File: config.mk
export PLATFORM = sky130hd
export DESIGN_NAME = interrupt_controller
export DESIGN_NICKNAME = d
export VERILOG_FILES = /design/src/rtl/interrupt_controller.sv
export SDC_FILE = /design/constraint.sdc
export NUM_CORES = 1
export LEC_CHECK = 0
export BUFFER_PORTS_ARGS = -buffer_cell sky130_fd_sc_hd__buf_2
export CAP_MARGIN = 20
export CELL_PAD_IN_SITES_DETAIL_PLACEMENT = 0
export CELL_PAD_IN_SITES_GLOBAL_PLACEMENT = 1
export CORE_UTILIZATION = 28
export CTS_BUF_LIST = sky130_fd_sc_hd__clkbuf_4 sky130_fd_sc_hd__clkbuf_8
export CTS_CLUSTER_SIZE = 24
export DETAILED_ROUTE_END_ITERATION = 8
export GPL_TIMING_DRIVEN = 0
export PLACE_DENSITY = 0.88
export SLEW_MARGIN = 15
export SYNTH_ARGS = -nofsm -noshare
export SYNTH_HDL_FRONTEND = slang
export SYNTH_SLANG_ARGS = --single-unit
File: constraint.sdc
create_clock -name clk -period 3 [get_ports clk]
set_input_delay 0.3 -clock clk [delete_from_list [all_inputs] [get_ports clk]]
set_output_delay 0.3 -clock clk [all_outputs]
set_load 0.01 [all_outputs]
File: src/rtl/interrupt_controller.sv
// -----------------------------------------------------------------------------
// interrupt_controller
//
// Purpose:
//   Arbitrates the level indications coming from a bank of interrupt samplers
//   and presents a single request at a time to the CPU exception logic. The
//   lowest-numbered pending source wins. Once the CPU acknowledges, a one-cycle
//   clear pulse goes back to the sampler of the accepted source, and no new
//   request is raised until the handler returns with eret.
//
// Ports:
//   clk        in   1        system clock, rising edge
//   rst        in   1        synchronous, active-high reset
//   ind        in   NUM_SRC  sampler indication lines (level, held until cleared)
//   ie         in   1        global interrupt enable from CPU
//   mask_we    in   1        write strobe for the mask register
//   mask_wdata in   NUM_SRC  new mask value (1 = source enabled)
//   int_ack    in   1        CPU accepted the request (1-cycle pulse)
//   eret       in   1        handler return (1-cycle pulse)
//   int_req    out  1        interrupt request to CPU
//   int_id     out  ID_W     id of the requested / in-service source
//   int_vec    out  32       VEC_BASE + int_id * VEC_STRIDE
//   smp_clr    out  NUM_SRC  one-hot 1-cycle clear pulse to the samplers
//   in_service out  1        a handler is running
//   mask       out  NUM_SRC  current mask register
// -----------------------------------------------------------------------------
module interrupt_controller #(
  parameter int unsigned        NUM_SRC    = 3,
  parameter int unsigned        ID_W       = 3,
  parameter logic [NUM_SRC-1:0] MASK_RESET = {NUM_SRC{1'b1}},
  parameter logic [31:0]        VEC_BASE   = 32'h0000_0100,
  parameter logic [31:0]        VEC_STRIDE = 32'h0000_0010
) (
  input  logic               clk,
  input  logic               rst,
  input  logic [NUM_SRC-1:0] ind,
  input  logic               ie,
  input  logic               mask_we,
  input  logic [NUM_SRC-1:0] mask_wdata,
  input  logic               int_ack,
  input  logic               eret,
  output logic               int_req,
  output logic [ID_W-1:0]    int_id,
  output logic [31:0]        int_vec,
  output logic [NUM_SRC-1:0] smp_clr,
  output logic               in_service,
  output logic [NUM_SRC-1:0] mask
);

  typedef enum logic [1:0] {
    IDLE = 2'd0,
    REQ  = 2'd1,
    SVC  = 2'd2
  } state_t;

  state_t             state;
  state_t             state_nxt;
  logic [ID_W-1:0]    id_q;
  logic [ID_W-1:0]    id_nxt;
  logic [NUM_SRC-1:0] clr_q;
  logic [NUM_SRC-1:0] clr_nxt;
  logic [NUM_SRC-1:0] mask_q;
  logic [NUM_SRC-1:0] pending;
  logic [31:0]        id_ext;

  // Fixed priority: index 0 is the most urgent, so scan downwards and let the
  // lowest set bit overwrite any higher one.
  function automatic logic [ID_W-1:0] lowest_idx(input logic [NUM_SRC-1:0] v);
    logic [ID_W-1:0] r;
    r = '0;
    for (int i = int'(NUM_SRC) - 1; i >= 0; i--) begin
      if (v[i]) r = ID_W'(i);
    end
    return r;
  endfunction

  function automatic logic [NUM_SRC-1:0] id_onehot(input logic [ID_W-1:0] id);
    logic [NUM_SRC-1:0] r;
    r = '0;
    for (int i = 0; i < int'(NUM_SRC); i++) begin
      if (id == ID_W'(i)) r[i] = 1'b1;
    end
    return r;
  endfunction

  // The registered mask is used, so a mask write only affects arbitration
  // from the cycle after the write edge.
  assign pending = ind & mask_q;

  always_comb begin
    state_nxt = state;
    id_nxt    = id_q;
    clr_nxt   = '0;
    case (state)
      IDLE: begin
        if (ie && (|pending)) begin
          id_nxt    = lowest_idx(pending);
          state_nxt = REQ;
        end
      end
      // The request is not withdrawn by ie, mask or a higher-priority
      // arrival; only the CPU acknowledge moves it on.
      REQ: begin
        if (int_ack) begin
          clr_nxt   = id_onehot(id_q);
          state_nxt = SVC;
        end
      end
      SVC: begin
        if (eret) state_nxt = IDLE;
      end
      default: begin
        state_nxt = IDLE;
      end
    endcase
  end

  always_ff @(posedge clk) begin
    if (rst) begin
      state  <= IDLE;
      id_q   <= '0;
      clr_q  <= '0;
      mask_q <= MASK_RESET;
    end else begin
      state <= state_nxt;
      id_q  <= id_nxt;
      clr_q <= clr_nxt;
      if (mask_we) mask_q <= mask_wdata;
    end
  end

  assign id_ext     = 32'(id_q);
  assign int_req    = (state == REQ);
  assign in_service = (state == SVC);
  assign int_id     = id_q;
  assign int_vec    = VEC_BASE + id_ext * VEC_STRIDE;
  assign smp_clr    = clr_q;
  assign mask       = mask_q;

endmodule

---- After elaboration in Yosys (flattened, before gate mapping) ----
Cells that the tools add are included.
word-level totals
  register bits ........................... 11
  bits of input ports ..................... 12
  word-level logic and storage cells ...... 32
operators by class
  $add $sub $neg .......................... 1
  eq/ne operators ......................... 7
  multiplexer cells ....................... 10
  bitwise logic cells ..................... 3
  reductions and logical operators ........ 7
operators by type and width
  kind                                                                    number
  9-bit by 7-bit adder with 10-bit output (first input constant)          1
  2-bit two-way mux                                                       4
  3-bit two-way mux                                                       2
  2-bit != test (second input constant)                                   3
  2-bit case mux with 3 select lines                                      1
  3-bit OR reduction                                                      2
  3-bit bitwise AND                                                       1
  3-bit by 1-bit equality test with 1-bit output (second input constant)  1
  3-bit by 2-bit equality test with 1-bit output (second input constant)  1
  3-bit zero test                                                         1
  1-bit two-way mux                                                       3
  3-bit AND reduction                                                     1
  2-bit by 1-bit equality test with 1-bit output (second input constant)  1
  2-bit equality test (second input constant)                             1
  2-bit zero test                                                         1
  1-bit inverter                                                          2
  2-bit AND reduction                                                     1
  1-bit logical AND                                                       1

---- Logic depth before layout (Yosys ltp) ----
  depth in word-level cells ............... 5
  depth in mapped cells ................... 4
  gate-level depth less buffers ........... 3

---- Worst setup path before layout ----
Ideal clock, no wire load.
  path kind ............................... register to register
  start point ............................. reg state[1]
  end point ............................... reg id_q[0], in the netlist int_id[0]
  setup time .............................. 131 ps
  arrival ................................. 846 ps
  setup slack ............................. 2023 ps
  cell stages (with the launch flop) ...... 4
  path through ............................ dfxtp_1 nor3b_2 a21boi_0 o22ai_1
on the way
  longest elaborated chain between the ends .. 2
RTL lines
  what                           RTL line  RTL
  start, declared                56        state_t state;
  start signal, assigned         125       state <= state_nxt;
  2-bit zero test                94        case (state)
  2-bit AND reduction (no line)  n/a
  end signal, assigned           126       id_q <= id_nxt;
  end, declared                  58        logic [ID_W-1:0] id_q;
No other way between the ends.
A chain may end at the register's enable or synchronous reset.

---- Worst setup path in the final report ----
  start point ............................. reg state[1]
  end point ............................... out int_req
on the way
  longest elaborated chain between the ends .. 1
RTL lines
  what                                            RTL line  RTL
  2-bit by 1-bit equality test with 1-bit output  133       assign int_req = (state == REQ);
  end, declared                                   42        output logic int_req,
No other way between the ends.

==> reports/summary.md <==
The run finished with clean final reports. Measured along the y axis, the die boundary spans 50.8 um. The via count of the first global-routing pass was 478.

The synthesized design contains 0 enable-type register cells. The maximum number of pins on one net before global-route repair was 10; the fraction of final layout cells with drive strength greater than 1 was 44.4%. For this design the top-level I/O count stands at 55. Number of setup buffers added after CTS: 0. Clock skew on the completed layout was measured at 2.15 ps.

After clock tree synthesis, the clock-pin slew on the worst setup and hold paths is 60 ps. Detailed placement ended at an HPWL of 1030 um. At the worst endpoint, the required time is 2700 ps. The wire length reported by the detailed router was 1230 um; the sum of negative setup slack was 0 ps. Of the total synthesized cell area, the portion taken by XOR and XNOR cells is 0%. For the synthesized area, the log shows 666 um2. 0 antenna diodes ended up in the layout.

On the worst path, the slowest cell contributes a delay of 430 ps. The initial antenna violation count is 0, and the total of endpoints with negative setup slack in the final report is 0. Summing the areas of all and, or, nand and nor instances in the mapped netlist gives 17.1% of the synthesized area. Sequential elements use 30.1% of the synthesized area. After synthesis, the largest family of logic cells by area is buffers and inverters.

After filler insertion, the fill cell instance count of the layout stands at 243. The worst path in the final design needs a cycle of 1360 ps, including I/O delays and setup. Summed over all cells, the static leakage comes to 0.557 nW. Across the run, the number of max-cap violations was 0.

For this run, the post-layout net count is 147. In the layout the commonest cells are sky130_fd_sc_hd__buf_4 (33), sky130_fd_sc_hd__conb_1 (31), sky130_fd_sc_hd__buf_2 (22). Of the post-synthesis cell area, the part taken by muxes is 0%. Dividing the detail-routed wire length by the instance count gives 7.64 um.

The post-detailed-route via-to-cell ratio is 3.61, and the maximum level of the CTS H-tree is 1. Walking the worst path, the cells encountered are and2b_1 -> buf_2. The highest-delay cell along the critical path is sky130_fd_sc_hd__dfxtp_1.

For the total global routing overflow, the log shows 0. Routability-driven placement finished with a final weighted congestion of 0.680. The adder and majority cell fraction of the synthesized area works out to 0%. The first global-routing pass estimated 1810 um of wire. In the finished design, the share of the clock period the worst path needs comes to 45.3%. Based on the critical path, the design can be clocked at up to 0.736 GHz.

For this configuration, the core starts out at a cell density of 29.8%. The path type of the worst min-delay path is input pin to flip-flop. The tools report the total die area as 2580 um2. For the worst-skew pair, the clock arrives at the later sink with an insertion delay of 270 ps. Across the VDD grid, the largest voltage drop is 0.000133 V.

Counting the buffers created by CTS gives 3. In the synthesized netlist, the number of instances is 79. The global-route usage over all layers was 9.76%; the number of remaining DRC errors was 0. The tree built by TritonCTS fans out to 10 sinks. A synthesized cell averages 8.43 um2.

The post-detailed-route count of antenna-violating nets was 0. The category of the worst setup path capture point is an output pin. The post-synthesis cell type count was 24; the async set-reset flop share out of synthesis was 0%.

The number of hold buffers added after cts was 0; the number of placement rows was 17. At the worst endpoint, the arrival time is 1060 ps. Leaving out fill and tap cells, the most frequent cell in the layout is sky130_fd_sc_hd__buf_4. The worst setup path is launched from a flip-flop. The tools report the flop-to-flop setup slack as 1860 ps. Power spread over the standard cell area amounts to 359 nW/um2. The tree is rooted in a sky130_fd_sc_hd__clkbuf_4. The die is 50.8 um wide.

Across all hold checks on the routed design, the worst slack comes to 230 ps. The floorplan step defined a core boundary enclosing 2230 um2. The synthesized netlist devotes 12.8% of its cell area to compound gates. The routed layout has 582 vias.

Before antenna repair, the detailed router went through 2 iterations. The maximum number of buffers from clock root to sink was 2. The critical path in this run is classified as flip-flop to output pin.

The flop and latch count out of synthesis is 10, and the violation count after the first detailed-routing iteration is 2. The flip-flop cell with the highest count after synthesis was sky130_fd_sc_hd__dfxtp_1. After clock tree synthesis, the repair step resized 0 gates.

For the number of max-slew violations in the final report, the log shows 0. Setup repair after global routing left no endpoint under its margin. The area growth from synthesis to layout is 41.5%. Port buffering added 22 buffers. Highest fanout seen on the critical path: 7. TritonCTS built the clock tree. Number of endpoints with negative hold slack in the final report: 0. The number of warnings printed during yosys synthesis is 0.
[registers in the layout (all words and copies together) (netlist names)]
register  count
int_id        2
mask          3
smp_clr       3
state         2
[cell type report]
cell class                 instances  area (um2)  area share [%]
timing repair buffer              22         110            11.7
sequential                        10         200            21.2
inverter                           2        7.51           0.797
buffer                            34         251            26.7
clock buffer                       3        22.5            2.39
tap                               28        35.0            3.72
multi-input combinational         62         315            33.5
[metal layers]
metal | global-route usage [%] | share of wire [%] | up-vias
met1 | 8.18 | 37 | 239
met2 | 18.0 | 50 | 33
met3 | 4.24 | 11 | 3
met4 | 6.94 | 2.4 | 0
li1 | - | - | 307
met5 | 0 | 0 | -
[critical path, delay by kind of cell, from the launching register on]
family                 cells  cell delay [ps]
buffers and inverters      1              140
and+or+nand+nor            1              220
DFF                        1              430
[logic make-up (layout without fill, tap and decap cells)]
kind of cell	after synthesis	count (layout)
buffers and inverters	36	61
AND/OR/NAND/NOR	20	20
AO/OA/AOI/OAI	11	11
flip-flops	10	10
other	2	31
[synth_stat cells (2+ instances only)]
cell type / instances / area (um2)
sky130_fd_sc_hd__nor2b_1: 5 / 31.3
sky130_fd_sc_hd__nand2_1: 5 / 18.8
sky130_fd_sc_hd__dfxtp_1: 10 / 200
sky130_fd_sc_hd__nor2_1: 3 / 11.3
sky130_fd_sc_hd__a211o_1: 3 / 26.3
sky130_fd_sc_hd__buf_4: 33 / 248
sky130_fd_sc_hd__conb_1: 2 / 7.51
sky130_fd_sc_hd__inv_1: 2 / 7.51
[path summary, 6_finish.rpt]
kind	from	endpoint	cells past startpoint
max	state[1]$_SDFFE_PP0P_	int_req	2
min	mask_wdata[0]	mask[0]$_SDFFE_PP1P_	2
max reg2reg	state[1]$_SDFFE_PP0P_	int_id[0]$_SDFFE_PP0P_	3
min reg2reg	int_id[1]$_SDFFE_PP0P_	smp_clr[0]$_SDFF_PP0_	1
[power breakdown]
part           switching, mW  total (mW)  internal, mW
Sequential           0.00764       0.148         0.140
Combinational         0.0455      0.0963        0.0508
Clock                 0.0476      0.0941        0.0465
Total                  0.101       0.338         0.237
[stage by stage]
stage	instance area (um2)	power, mW	instances	utilization, %	setup WS, ps
global placement	920	0.244	158	41.2	1930
finish	942	0.338	161	42.2	1640
global route	942	0.359	161	42.2	1570
detailed placement	920	0.245	158	41.2	1900
CTS	942	0.340	161	42.2	1640
floorplan	774	0.224	108	-	2020
Power figures use the tool's default switching activity.
